## src/rtl/bcd_pkg.sv

```systemverilog
// rtl/bcd_pkg.sv - shared types and constants for the BCD-to-binary converter
package bcd_pkg;

  typedef enum logic [1:0] {
    IDLE  = 2'd0,
    SHIFT = 2'd1,
    DONE  = 2'd2
  } state_e;

  localparam int         DIGIT_W     = 4;
  localparam logic [3:0] CORR_THRESH = 4'd8;
  localparam logic [3:0] CORR_SUB    = 4'd3;
  localparam logic [3:0] MAX_DIGIT   = 4'd9;

endpackage

```

## src/rtl/bcd_digit_corr.sv

```systemverilog
// rtl/bcd_digit_corr.sv - per-nibble reverse double-dabble correction (>=8 -> -3)
module bcd_digit_corr
  import bcd_pkg::*;
(
  input  logic [DIGIT_W-1:0] nib_in,
  output logic [DIGIT_W-1:0] nib_out
);

  assign nib_out = (nib_in >= CORR_THRESH) ? (nib_in - CORR_SUB) : nib_in;

endmodule

```

## src/rtl/bcd_to_bin.sv

```systemverilog
// rtl/bcd_to_bin.sv - sequential BCD-to-binary converter with start/busy/done handshake
// Optional invalid-digit check enabled by defining BCD2BIN_CHECK_EN.
module bcd_to_bin
  import bcd_pkg::*;
#(
  parameter int DIGITS = 2,
  parameter int BIN_W  = 8
) (
  input  logic                        clk,
  input  logic                        rst,
  input  logic                        start,
  input  logic [DIGIT_W*DIGITS-1:0]   bcd_in,
  output logic                        busy,
  output logic                        done,
  output logic [BIN_W-1:0]            bin_out,
  output logic                        err
);

  localparam int                BCD_W    = DIGIT_W * DIGITS;
  localparam int                CNT_W    = $clog2(BCD_W + 1);
  localparam logic [CNT_W-1:0]  CNT_LOAD = CNT_W'(BCD_W);

  state_e             state_q, state_d;
  logic [BCD_W-1:0]   bcd_q, bcd_d, bcd_shift, bcd_corr;
  logic [BCD_W-1:0]   bin_q, bin_d;
  logic [CNT_W-1:0]   cnt_q, cnt_d;
  logic               busy_q, busy_d;
  logic               done_q, done_d;
  logic [BIN_W-1:0]   bin_out_q, bin_out_d;
  logic [BIN_W-1:0]   bin_ext;
  logic               in_bad;
  logic               accept;

  assign accept    = (state_q == IDLE) && start;
  assign bcd_shift = bcd_q >> 1;

  for (genvar g = 0; g < DIGITS; g++) begin : g_corr
    bcd_digit_corr u_corr (
      .nib_in  (bcd_shift[g*DIGIT_W +: DIGIT_W]),
      .nib_out (bcd_corr[g*DIGIT_W +: DIGIT_W])
    );
  end

  if (BIN_W > BCD_W) begin : g_zext
    assign bin_ext = {{(BIN_W-BCD_W){1'b0}}, bin_q};
  end else begin : g_trunc
    assign bin_ext = bin_q[BIN_W-1:0];
  end

`ifdef BCD2BIN_CHECK_EN
  logic bad_q, bad_d;
  logic err_q, err_d;

  always_comb begin
    in_bad = 1'b0;
    for (int i = 0; i < DIGITS; i++) begin
      if (bcd_in[i*DIGIT_W +: DIGIT_W] > MAX_DIGIT) in_bad = 1'b1;
    end
  end

  always_comb begin
    bad_d = accept ? in_bad : bad_q;
    err_d = done_d ? bad_q : err_q;
  end

  always_ff @(posedge clk or posedge rst) begin
    if (rst) begin
      bad_q <= 1'b0;
      err_q <= 1'b0;
    end else begin
      bad_q <= bad_d;
      err_q <= err_d;
    end
  end

  assign err = err_q;
`else
  assign in_bad = 1'b0;
  assign err    = 1'b0;
`endif

  always_ff @(posedge clk or posedge rst) begin
    if (rst) state_q <= IDLE;
    else     state_q <= state_d;
  end

  always_comb begin
    state_d = state_q;
    case (state_q)
      IDLE:    if (start) state_d = in_bad ? DONE : SHIFT;
      SHIFT:   if (cnt_q == CNT_W'(1)) state_d = DONE;
      DONE:    state_d = IDLE;
      default: state_d = IDLE;
    endcase
  end

  always_comb begin
    busy_d    = (state_d == SHIFT);
    done_d    = (state_q == DONE);
    bin_out_d = done_d ? bin_ext : bin_out_q;
  end

  // A rejected input leaves bin_q cleared, so its DONE pass reports zero.
  always_comb begin
    bcd_d = bcd_q;
    bin_d = bin_q;
    cnt_d = cnt_q;
    case (state_q)
      IDLE: begin
        if (start) begin
          bcd_d = in_bad ? '0 : bcd_in;
          bin_d = '0;
          cnt_d = CNT_LOAD;
        end
      end
      SHIFT: begin
        bcd_d = bcd_corr;
        bin_d = {bcd_q[0], bin_q[BCD_W-1:1]};
        cnt_d = cnt_q - CNT_W'(1);
      end
      default: ;
    endcase
  end

  always_ff @(posedge clk or posedge rst) begin
    if (rst) begin
      bcd_q     <= '0;
      bin_q     <= '0;
      cnt_q     <= '0;
      busy_q    <= 1'b0;
      done_q    <= 1'b0;
      bin_out_q <= '0;
    end else begin
      bcd_q     <= bcd_d;
      bin_q     <= bin_d;
      cnt_q     <= cnt_d;
      busy_q    <= busy_d;
      done_q    <= done_d;
      bin_out_q <= bin_out_d;
    end
  end

  assign busy    = busy_q;
  assign done    = done_q;
  assign bin_out = bin_out_q;

endmodule

```

## config.mk

```make
export PLATFORM = sky130hd
export DESIGN_NAME = bcd_to_bin
export DESIGN_NICKNAME = d
export VERILOG_FILES = /design/src/rtl/bcd_pkg.sv /design/src/rtl/bcd_digit_corr.sv /design/src/rtl/bcd_to_bin.sv
export SDC_FILE = /design/constraint.sdc
export NUM_CORES = 1
export LEC_CHECK = 0
export CAP_MARGIN = 20
export CORE_MARGIN = 2
export CORE_UTILIZATION = 47
export CTS_CLUSTER_SIZE = 20
export DETAILED_ROUTE_END_ITERATION = 8
export GPL_TIMING_DRIVEN = 1
export PLACE_DENSITY = 0.74
export SYNTH_ARGS = -nofsm -noshare
export SYNTH_HDL_FRONTEND = slang
export SYNTH_SLANG_ARGS = --single-unit
```

## constraint.sdc

```tcl
create_clock -name clk -period 1.15 [get_ports clk]
set_input_delay 0.23 -clock clk [delete_from_list [all_inputs] [get_ports clk]]
set_output_delay 0.23 -clock clk [all_outputs]
set_load 0.005 [all_outputs]
```

* Word-level counts from Yosys, hierarchy flattened
Cells that the tools add are included.
** Word-level totals
- Register bits after elaboration :: 32
- Output and inout bits :: 11
- Logic and storage cells :: 31
** Cells by class
- Add/subtract/negate cells :: 3
- Magnitude comparators :: 2
- Equal/unequal tests :: 5
- Mux-type cells :: 11
- Reduce and logical (&&, ||, !) cells :: 3
** Operators by type and width (count)
- case mux 8 bit (2 select lines) :: 2
- two-way mux 8 bit :: 2
- two-way mux 4 bit :: 3
- case mux 4 bit (2 select lines) :: 1
- equality test 2 x 1 -> 1 bit, second input constant :: 2
- equality test 4 x 1 -> 1 bit, second input constant :: 1
- greater-or-equal comparator 3 x 4 -> 1 bit, second input constant :: 1
- greater-or-equal comparator 4 bit, second input constant :: 1
- two-way mux 2 bit :: 2
- case mux 2 bit (2 select lines) :: 1
- subtractor 3 x 2 -> 4 bit, second input constant :: 1
- subtractor 4 x 1 -> 4 bit, second input constant :: 1
- subtractor 4 x 2 -> 4 bit, second input constant :: 1
- equality test 2 bit, second input constant :: 1
- logical NOT 2 bit :: 1
- != test 2 bit, second input constant :: 1
- AND reduction 2 bit :: 1
- nonzero test 2 bit :: 1

* Depth between registers and ports, before layout
Gate-level depths: netlist of run 1.
- Depth in word-level cells :: 4
- Depth in mapped cells :: 6
- Gate-level depth less buffers :: 5

* Hierarchy
A second synthesis of run 1 with hierarchy kept.
** Second synthesis, totals
- Cell total of the unflattened synthesis :: 129
- Area, all modules :: 1503.9 um^2
** By module, submodules not included
- bcd_to_bin :: times used 1, cells an instance 107, area each 1351.3 um^2, seq. area each 800.8 um^2
- bcd_digit_corr :: times used 2, cells an instance 11, area each 76.3 um^2, seq. area each 0.0 um^2

* Worst setup path before layout of run 1
No wires, ideal clock.
- Path kind :: register -> register
- Start point :: register state_q[0]
- End point :: register bcd_q[6]
- Setup time :: 0.130 ns
- Arrival :: 1.049 ns
- Path slack :: -0.029 ns
- Stages on the path, launching flop included :: 7
- Path buffers :: 3
- Period minus slack after synthesis :: 1.179 ns
- Cells stage by stage :: dfrtp_1 buf_6 nor2b_4 buf_6 buf_6 a22oi_1 o21ai_0
** On the way
- Word-level cells in the longest chain between the ends :: 3
** Ends and longest elaborated chain
- start, declared :: line bcd_to_bin.sv:23 : state_e state_q, state_d;
- start signal, assigned :: line bcd_to_bin.sv:84 : else state_q <= state_d;
- equality test 2 x 1 -> 1 bit or logical NOT 2 bit (tied branches) :: line bcd_to_bin.sv:108 : case (state_q)
- nonzero test 2 bit (no source line) or != test 2 bit (tied branches)
- AND reduction 2 bit (no source line)
- end signal, assigned :: line bcd_to_bin.sv:127 : bcd_q <= '0;
- end signal, assigned :: line bcd_to_bin.sv:134 : bcd_q <= bcd_d;
- end, declared :: line bcd_to_bin.sv:24 : logic [BCD_W-1:0] bcd_q, bcd_d, bcd_shift, bcd_corr;
Parallel ways exist; a longest one is shown, timed or not.
A chain may end at the register's enable or synchronous reset.

* Worst setup path after layout of run 1
- Start point :: register state_q[1]
- End point :: register bcd_q[0]
The elaborated chain is that of the path after synthesis.

==> qor.yml, run 1 <==
grt_pass1_vias: 967
grt_busiest_layer: "met2"
slew_violations: 0
ff_latch_area_sq_um: 803
worstSetupPathType: "flip-flop to flip-flop"
syn-cell-area_sq_um: 1440
postSynthAreaPerCell_sq_um: 12.4
drcViolationCount: 0
grt_antenna_before_repair: 0
cts_tree: "built"
yosysUniqueCellTypes: 30
timing.rr.end: "bcd_q[0]$_DFFE_PP0P_"
clock_path_buffers: 2
dieArea_sq_um: 3510
layout-drive-gt1-share: 0.408
fillers: 241
cts_buffers: 5
max_cap_violations: 0
endpoint: "bcd_q[0]$_DFFE_PP0P_"
drtAntennaViolNets: 0
io_buffers: 20
r2r_slack_ns: -0.04
grt_max_degree: 33
gp_congestion: 0.812
worst_path_max_delay_cell: "dfrtp_2"
grt_util_met2: 0.268
dr.pass1.iters: 4
cp_top_family: "flip-flops"
finalCritPeriodShare: 1.03
multiInputGateArea_sq_um: 586
ys_seq_area_frac: 0.558
cts.sinks: 32
leakagePower_nw: 1.02
core_sq_um: 2980
worst_slack_ns: -0.0390
reg2regPathDepth: 4
rows: 20
detailed_place_hpwl_mm: 1.88
finalHoldViolations: 0
syn_inst: 116
clk_pin_slew_worst_paths_ns: 0.11
syn-num-nets: 131
via_count: 1057
instances_no_fill: 202
cp.arrival_ns: 1.43
final_common_cell: "dfrtp_1"
rsz0062_at_grt: "yes"
fin_skew_ns: 0.0161
syn2layout_area_growth_pct: 34.7
antennaDiodeCount: 0
yosys_warnings: 0
cp_slowest_stage_delay_ns: 0.49
grt.met3_usage: 0.0590
fmax_mhz: 841
status: "finished, violations left"
cp-start-kind: "flip-flop"
die_height_um: 59.3
min_path_type: "input port to async pin"
cts_root_buf: "clkbuf_4"
num_io_pins: 22
globalRouteMet1Util: 0.210
grt_overflow: 0
end_kind: "flip-flop"
synth-seq-cells: 32
drt_iter0_markers: 19
crit_fanout: 7
cp-startpoint: "state_q[1]$_DFF_PP0_"
p_per_area_nw_per_um2: 2480
fin_crit_ns: 1.19
initial_core_util: 0.482
critPathRequiredTime_ns: 1.39
grtUsageTotal: 0.172
htreeDepth: 2
placed_cells: 187
r2r-start: "state_q[1]$_DFF_PP0_"
routed_wl_mm: 2.74
final_cell_mix: "dfrtp_1 (30), buf_4 (21), clkdlybuf4s50_1 (10)"
via_per_inst: 5.23
ir_drop_v: 0.00110
failed_checks: "negative setup slack"
dp_slack_ns: -0.274
post_drt_wl_per_cell_um: 13.6
nNetsFinal: 183
crit_chain: "buf_4 > nor2b_4 > mux2i_1 > o21ai_1"
setup_violations: 9
clk_latency_ns: 0.34
grt_pass1_wl_mm: 4.25
critPathBufInv: 1
die_x_um: 59.3
holdWs_ns: 0.215
worstSetupPathDepth: 4
## cell type report
| class | count | area share |
|---|---|---|
| inverters | 8 | 0.0155 |
| flip-flops and latches | 32 | 0.416 |
| well taps | 33 | 0.0214 |
| multi-input cells | 71 | 0.303 |
| clock inverters | 2 | 0.00518 |
| clock buffers | 6 | 0.0265 |
| repair buffers | 50 | 0.213 |
## synth_stat cells, drive strengths merged
cell | count | share of area
a211o | 1 | 0.0061
a21oi | 3 | 0.010
a22o | 8 | 0.049
a22oi | 1 | 0.0052
a31oi | 2 | 0.0087
a32o | 1 | 0.0070
and3 | 1 | 0.0044
buf | 6 | 0.044
conb | 1 | 0.0026
dfrtp | 32 | 0.56
ha | 4 | 0.035
inv | 8 | 0.021
mux2 | 8 | 0.063
mux2i | 6 | 0.042
nand2 | 11 | 0.031
nand2b | 2 | 0.0087
nor2 | 2 | 0.0052
nor2b | 4 | 0.023
o211a | 1 | 0.0070
o21ai | 7 | 0.024
o21bai | 1 | 0.0078
o22a | 2 | 0.012
o31ai | 1 | 0.0087
or3 | 1 | 0.0044
xnor2 | 1 | 0.0061
xor2 | 1 | 0.0061
## sequential cells by signal, summed over array words and instances (netlist names)
register	count
done	1
bin_out	8
bin_ext	8
bcd_q	8
state_q	2
busy	1
cnt_q	4
## worst min path at each step
stage | slack (ns) | endpoint | cells past startpoint | from
4_1_cts | 0.21 | bcd_q[4]$_DFFE_PP0P_ | 3 | rst
6_report | 0.22 | bcd_q[4]$_DFFE_PP0P_ | 3 | rst
3_3_place_gp | 0.47 | bcd_q[0]$_DFFE_PP0P_ | 2 | bcd_q[0]$_DFFE_PP0P_
3_5_place_dp | 0.48 | bcd_q[0]$_DFFE_PP0P_ | 2 | bcd_q[0]$_DFFE_PP0P_
5_1_grt | 0.22 | bcd_q[4]$_DFFE_PP0P_ | 3 | rst
2_1_floorplan | 0.35 | bcd_q[0]$_DFFE_PP0P_ | 1 | rst
## report_power, final
group	leakage (nW)	switching (mW)	internal, mW
sequential	0.409	0.336	1.55
combinational	0.575	0.908	1.33
clock	0.0380	0.383	0.290
## worst min-delay path, stage by stage
cell and delay, ns:
clkdlybuf4s50_1 0.39, inv_1 0.09, buf_12 0.20
## through the flow
stage               TNS [ns]  utilization  area [sq um]  total power, mW
finish                -0.188        0.649          1930             4.80
global route           -1.40        0.649          1930             5.12
CTS                   -0.268        0.636          1890             4.69
detailed placement     -4.60        0.606          1810             3.91
global placement       -3.94        0.606          1810             3.82
floorplan            -0.0863            -          1440             3.07
## cell families (layout without fill, tap and decap cells)
kind of cell    count (synthesis)  after routing  share of synthesized area
compound gates                 28             28                      0.146
xor+xnor                        2              2                     0.0122
fa+ha+maj                       4              4                     0.0349
buf+inv                        14             66                     0.0654
flops                          32             32                      0.558
mux                            14             14                      0.105
other cells                     1              1                    0.00261
simple gates                   21             22                     0.0759
## routing by layer
metal / up-vias / part of all wire
met5: - / 0
met4: 0 / 0.018
met3: 3 / 0.040
met2: 19 / 0.50
met1: 530 / 0.44
li1: 505 / -
## timing repair
action | in CTS | in global routing
gates cloned | 1 | 1
buffers inserted | 4 | 2
hold buffers | 0 | 0
endpoints found under the setup margin | 39 | 33
gates resized for setup | 42 | 13
pin swaps | 4 | 4
(Power assumes the default switching activity.)
==> inputs of run 2 (changes only) <==
Settings changed: CORE_ASPECT_RATIO set to 1.1, CORE_UTILIZATION 47 to 49.
Clock period 1.15 ns to 1.3 ns, I/O delays scaled along.
==> run 2 against run 1 <==
  * The flow now finishes without violations
  * Utilization is 1.4 points lower
  * Global-route usage decreased by 0.60 points
  * Clock power is 14% lower
  * Critical path depth decreased by 1
  * Power decreased by 23%
  * Critical endpoint is now bin_out[5]$_DFFE_PP0P_
  * Largest cell class unchanged
  * Highest routed layer unchanged
==> qor.yml, run 2 (synthesis gave the netlist of run 1 again) <==
ff_latch_area_sq_um: 803
p_clk_frac: 0.157
fin_crit_ns: 1.25
routed_wl_mm: 2.53
clk_pin_slew_worst_paths_ns: 0.09
swShare: 0.341
multiInputGateArea_sq_um: 548
cts_buffers: 5
detailed_place_hpwl_mm: 1.78
clock_path_buffers: 2
crit_fanout: 9
p_switching_mw: 1.26
instances_no_fill: 180
core_sq_um: 2780
cts_tree: "built"
cts.sinks: 32
num_io_pins: 22
min_path_type: "input port to async pin"
antennaDiodeCount: 0
nNetsFinal: 161
drcViolationCount: 0
rows: 20
fin_area_sq_um: 1760
finalSetupTns_ns: 0
fillers: 233
grtUsageTotal: 0.166
slew_violations: 0
grt_pass1_vias: 909
htreeDepth: 2
final_cell_mix: "dfrtp_1 (30), nand2_1 (10), clkdlybuf4s50_1 (10), dlygate4sd2_1 (10)"
clk_latency_ns: 0.33
critPathBufInv: 1
ir_drop_v: 0.00130
finalCritPeriodShare: 0.962
intPower_mw: 2.44
grt_overflow: 0
post_drt_wl_per_cell_um: 14.1
p_total_mw: 3.71
final_common_cell: "dfrtp_1"
cp.arrival_ns: 1.47
via_per_inst: 5.24
cts_hold_buf: 0
comb_power_share: 0.394
syn2layout_area_growth_pct: 22.9
leakagePower_nw: 0.905
dp_slack_ns: -0.246
max_cap_violations: 0
worst_slack_ns: 0.0494
power_frac_seq: 0.449
initial_core_util: 0.517
worstSetupPathType: "flip-flop to flip-flop"
cp_slowest_stage_delay_ns: 0.46
cp-start-kind: "flip-flop"
layout-drive-gt1-share: 0.211
drtAntennaViolNets: 0
die_height_um: 60.8
end_kind: "flip-flop"
gp_congestion: 0.822
drt_iter0_markers: 15
place_area_sq_um: 1690
via_count: 943
p_per_area_nw_per_um2: 2100
placed_cells: 170
final_util: 0.635
dr.pass1.iters: 4
cp_top_family: "flip-flops"
fin_skew_ns: 0.00604
cts_root_buf: "clkbuf_4"
grt_pass1_wl_mm: 4.11
io_buffers: 20
fmax_mhz: 800
finalHoldViolations: 0
die_x_um: 55.6
worst_path_max_delay_cell: "dfrtp_2"
grt_antenna_before_repair: 0
holdWs_ns: 0.274
critPathRequiredTime_ns: 1.52
status: "finished, final reports clean"
setup_violations: 0
dieArea_sq_um: 3380
crit_chain: "inv_1 > nand2_2 > mux2_2"
grt_max_degree: 33
## run 2: power by group through the flow
stage	Sequential [mW]	Clock, mW	Combinational [mW]
2_1_floorplan	1.61	0	1.10
3_3_place_gp	1.67	0	1.42
3_5_place_dp	1.69	0	1.48
4_1_cts	1.67	0.608	1.43
5_1_grt	1.73	0.657	1.63
6_report	1.67	0.581	1.46
## run 2: final timing paths
kind | endpoint | depth (start not counted) | startpoint | slack [ns]
setup / recovery | bin_out[5]$_DFFE_PP0P_ | 3 | state_q[0]$_DFF_PP0_ | 0.05
hold / removal | bin_out[5]$_DFFE_PP0P_ | 3 | rst | 0.27
setup reg to reg | bin_out[5]$_DFFE_PP0P_ | 3 | state_q[0]$_DFF_PP0_ | 0.05
hold reg to reg | bcd_q[5]$_DFFE_PP0P_ | 2 | bcd_q[5]$_DFFE_PP0P_ | 0.50
max in group asynchronous | state_q[0]$_DFF_PP0_ | 3 | rst | 0.84
min in group clk | bcd_q[5]$_DFFE_PP0P_ | 2 | bcd_q[5]$_DFFE_PP0P_ | 0.50
## run 2: tightest hold or removal path, cell delays in order
cell and delay [ns]:
clkdlybuf4s50_1 0.40, inv_1 0.10, buf_12 0.21
## run 2: repair_timing
action / in CTS / in global routing
resized for setup: 12 / 1
setup buffers: 0 / 2
setup endpoints to repair: 12 / 2
## run 2: final cells by class
class,instances,area share
tap,33,0.0234
sequential,32,0.455
clock inverter,2,0.00567
inverter,8,0.0170
timing repair buffer,29,0.159
multi-input combinational,70,0.311
clock buffer,6,0.0291
## run 2: layer usage
metal	routed length, um	track usage	vias up
li1	-	-	462
met1	1090	0.195	445
met2	1250	0.272	29
met3	148	0.0640	7
met4	39	0.0801	0
met5	0	0	-
==> inputs of run 3 (changes only) <==
Settings changed: SKIP_CTS_REPAIR_TIMING set to 1.
==> run 3 against run 2 <==
  * Maximum frequency hardly changed
  * Clock-buffer cell count stayed put
  * Utilization is 2.2 points higher
  * Routed wire length is 2.3% higher
  * Sequential share of layout area is 1.5 points lower
  * Critical path depth stayed put
  * Combinational power is 5% higher
  * Clock skew is 0.00081 ns higher
  * Largest cell class unchanged
==> qor.yml, run 3 (synthesis gave the netlist of run 1 again) <==
status: "finished, final reports clean"
worstSetupPathType: "flip-flop to flip-flop"
clk_pin_slew_worst_paths_ns: 0.09
cts.sinks: 32
drcViolationCount: 0
core_sq_um: 2780
cts_tree: "built"
io_buffers: 20
grt_overflow: 0
critPathBufInv: 1
antennaDiodeCount: 0
grt_antenna_before_repair: 0
crit_fanout: 9
die_x_um: 55.6
drtAntennaViolNets: 0
routed_wl_mm: 2.59
fmax_mhz: 800
clk_latency_ns: 0.33
cp_slowest_stage_delay_ns: 0.46
critPathRequiredTime_ns: 1.52
end_kind: "flip-flop"
setup_violations: 0
fin_skew_ns: 0.00685
dr.pass1.iters: 4
p_per_area_nw_per_um2: 2080
min_path_type: "input port to async pin"
cp_top_family: "flip-flops"
cp-startpoint: "state_q[0]$_DFF_PP0_"
r2r_slack_ns: 0.05
worst_path_max_delay_cell: "dfrtp_2"
die_height_um: 60.8
worstSetupPathDepth: 3
syn2layout_area_growth_pct: 27.1
layout-drive-gt1-share: 0.227
timing.rr.end: "bin_out[6]$_DFFE_PP0P_"
gp_congestion: 0.822
finalCritPeriodShare: 0.962
grt_max_degree: 33
num_io_pins: 22
drt_iter0_markers: 29
cp.arrival_ns: 1.47
clock_path_buffers: 2
place_area_sq_um: 1690
via_per_inst: 5.17
initial_core_util: 0.517
leakagePower_nw: 1.04
cts_root_buf: "clkbuf_4"
final_common_cell: "dfrtp_1"
grtUsageTotal: 0.166
worst_slack_ns: 0.0495
final_cell_mix: "dfrtp_1 (30), nand2_1 (10), clkdlybuf4s50_1 (10), dlymetal6s2s_1 (10), buf_4 (10)"
ir_drop_v: 0.00131
dieArea_sq_um: 3380
reg2regPathDepth: 3
htreeDepth: 2
slew_violations: 0
fin_area_sq_um: 1820
r2r-start: "state_q[0]$_DFF_PP0_"
fillers: 215
cts_buffers: 5
post_drt_wl_per_cell_um: 14.2
cp-start-kind: "flip-flop"
max_cap_violations: 0
dp_slack_ns: -0.246
finalHoldViolations: 0
finalSetupTns_ns: 0
via_count: 947
grt_pass1_wl_mm: 4.11
nNetsFinal: 164
rows: 20
p_total_mw: 3.79
detailed_place_hpwl_mm: 1.78
crit_chain: "inv_1 > nand2_2 > mux2_2"
fin_crit_ns: 1.25
grt_pass1_vias: 909
==> run 3: cell type report <==
class,count,area [sq um],share of cell area
Clock buffer,6,51.3,0.0281
Clock inverter,2,10.0,0.00549
Inverter,8,30.0,0.0165
Multi-Input combinational cell,70,548,0.300
Sequential cell,32,803,0.440
Tap cell,33,41.3,0.0226
Timing Repair Buffer,32,340,0.187
==> run 3: power breakdown <==
part           total (mW)  switching (mW)  internal [mW]
Sequential           1.67           0.293           1.37
Clock               0.582           0.326          0.257
Combinational        1.54           0.659          0.885
Total                3.79            1.28           2.52
==> run 3: layer usage <==
layer / GRT usage / wire length, um / up-vias
met5: 0 / 0 / -
met4: 0.0801 / 29 / 0
met3: 0.0640 / 152 / 5
met2: 0.270 / 1270 / 25
met1: 0.196 / 1140 / 451
li1: - / - / 466
==> run 3: how the worst max path moves through the flow <==
stage                                  end  slack (ns)
floorplan             bcd_q[6]$_DFFE_PP0P_        0.12
global placement      bcd_q[2]$_DFFE_PP0P_       -0.12
detailed placement    bcd_q[2]$_DFFE_PP0P_       -0.25
CTS                             bin_out[5]       -0.16
global route        bin_out[6]$_DFFE_PP0P_       -0.02
finish              bin_out[6]$_DFFE_PP0P_        0.05
==> run 3: worst reg2reg max path: cells and delay by family, from the launching register on <==
family | cells | cell delay (ns)
flops | 1 | 0.46
mux | 1 | 0.37
simple gates | 1 | 0.20
buf+inv | 1 | 0.12
==> run 3: metrics by stage <==
stage | hold slack, ns | util | cells
2_1_floorplan | 0.376 | - | 116
3_3_place_gp | 0.468 | 0.609 | 170
3_5_place_dp | 0.481 | 0.609 | 170
4_1_cts | 0.267 | 0.631 | 178
5_1_grt | 0.289 | 0.657 | 183
6_report | 0.274 | 0.657 | 183
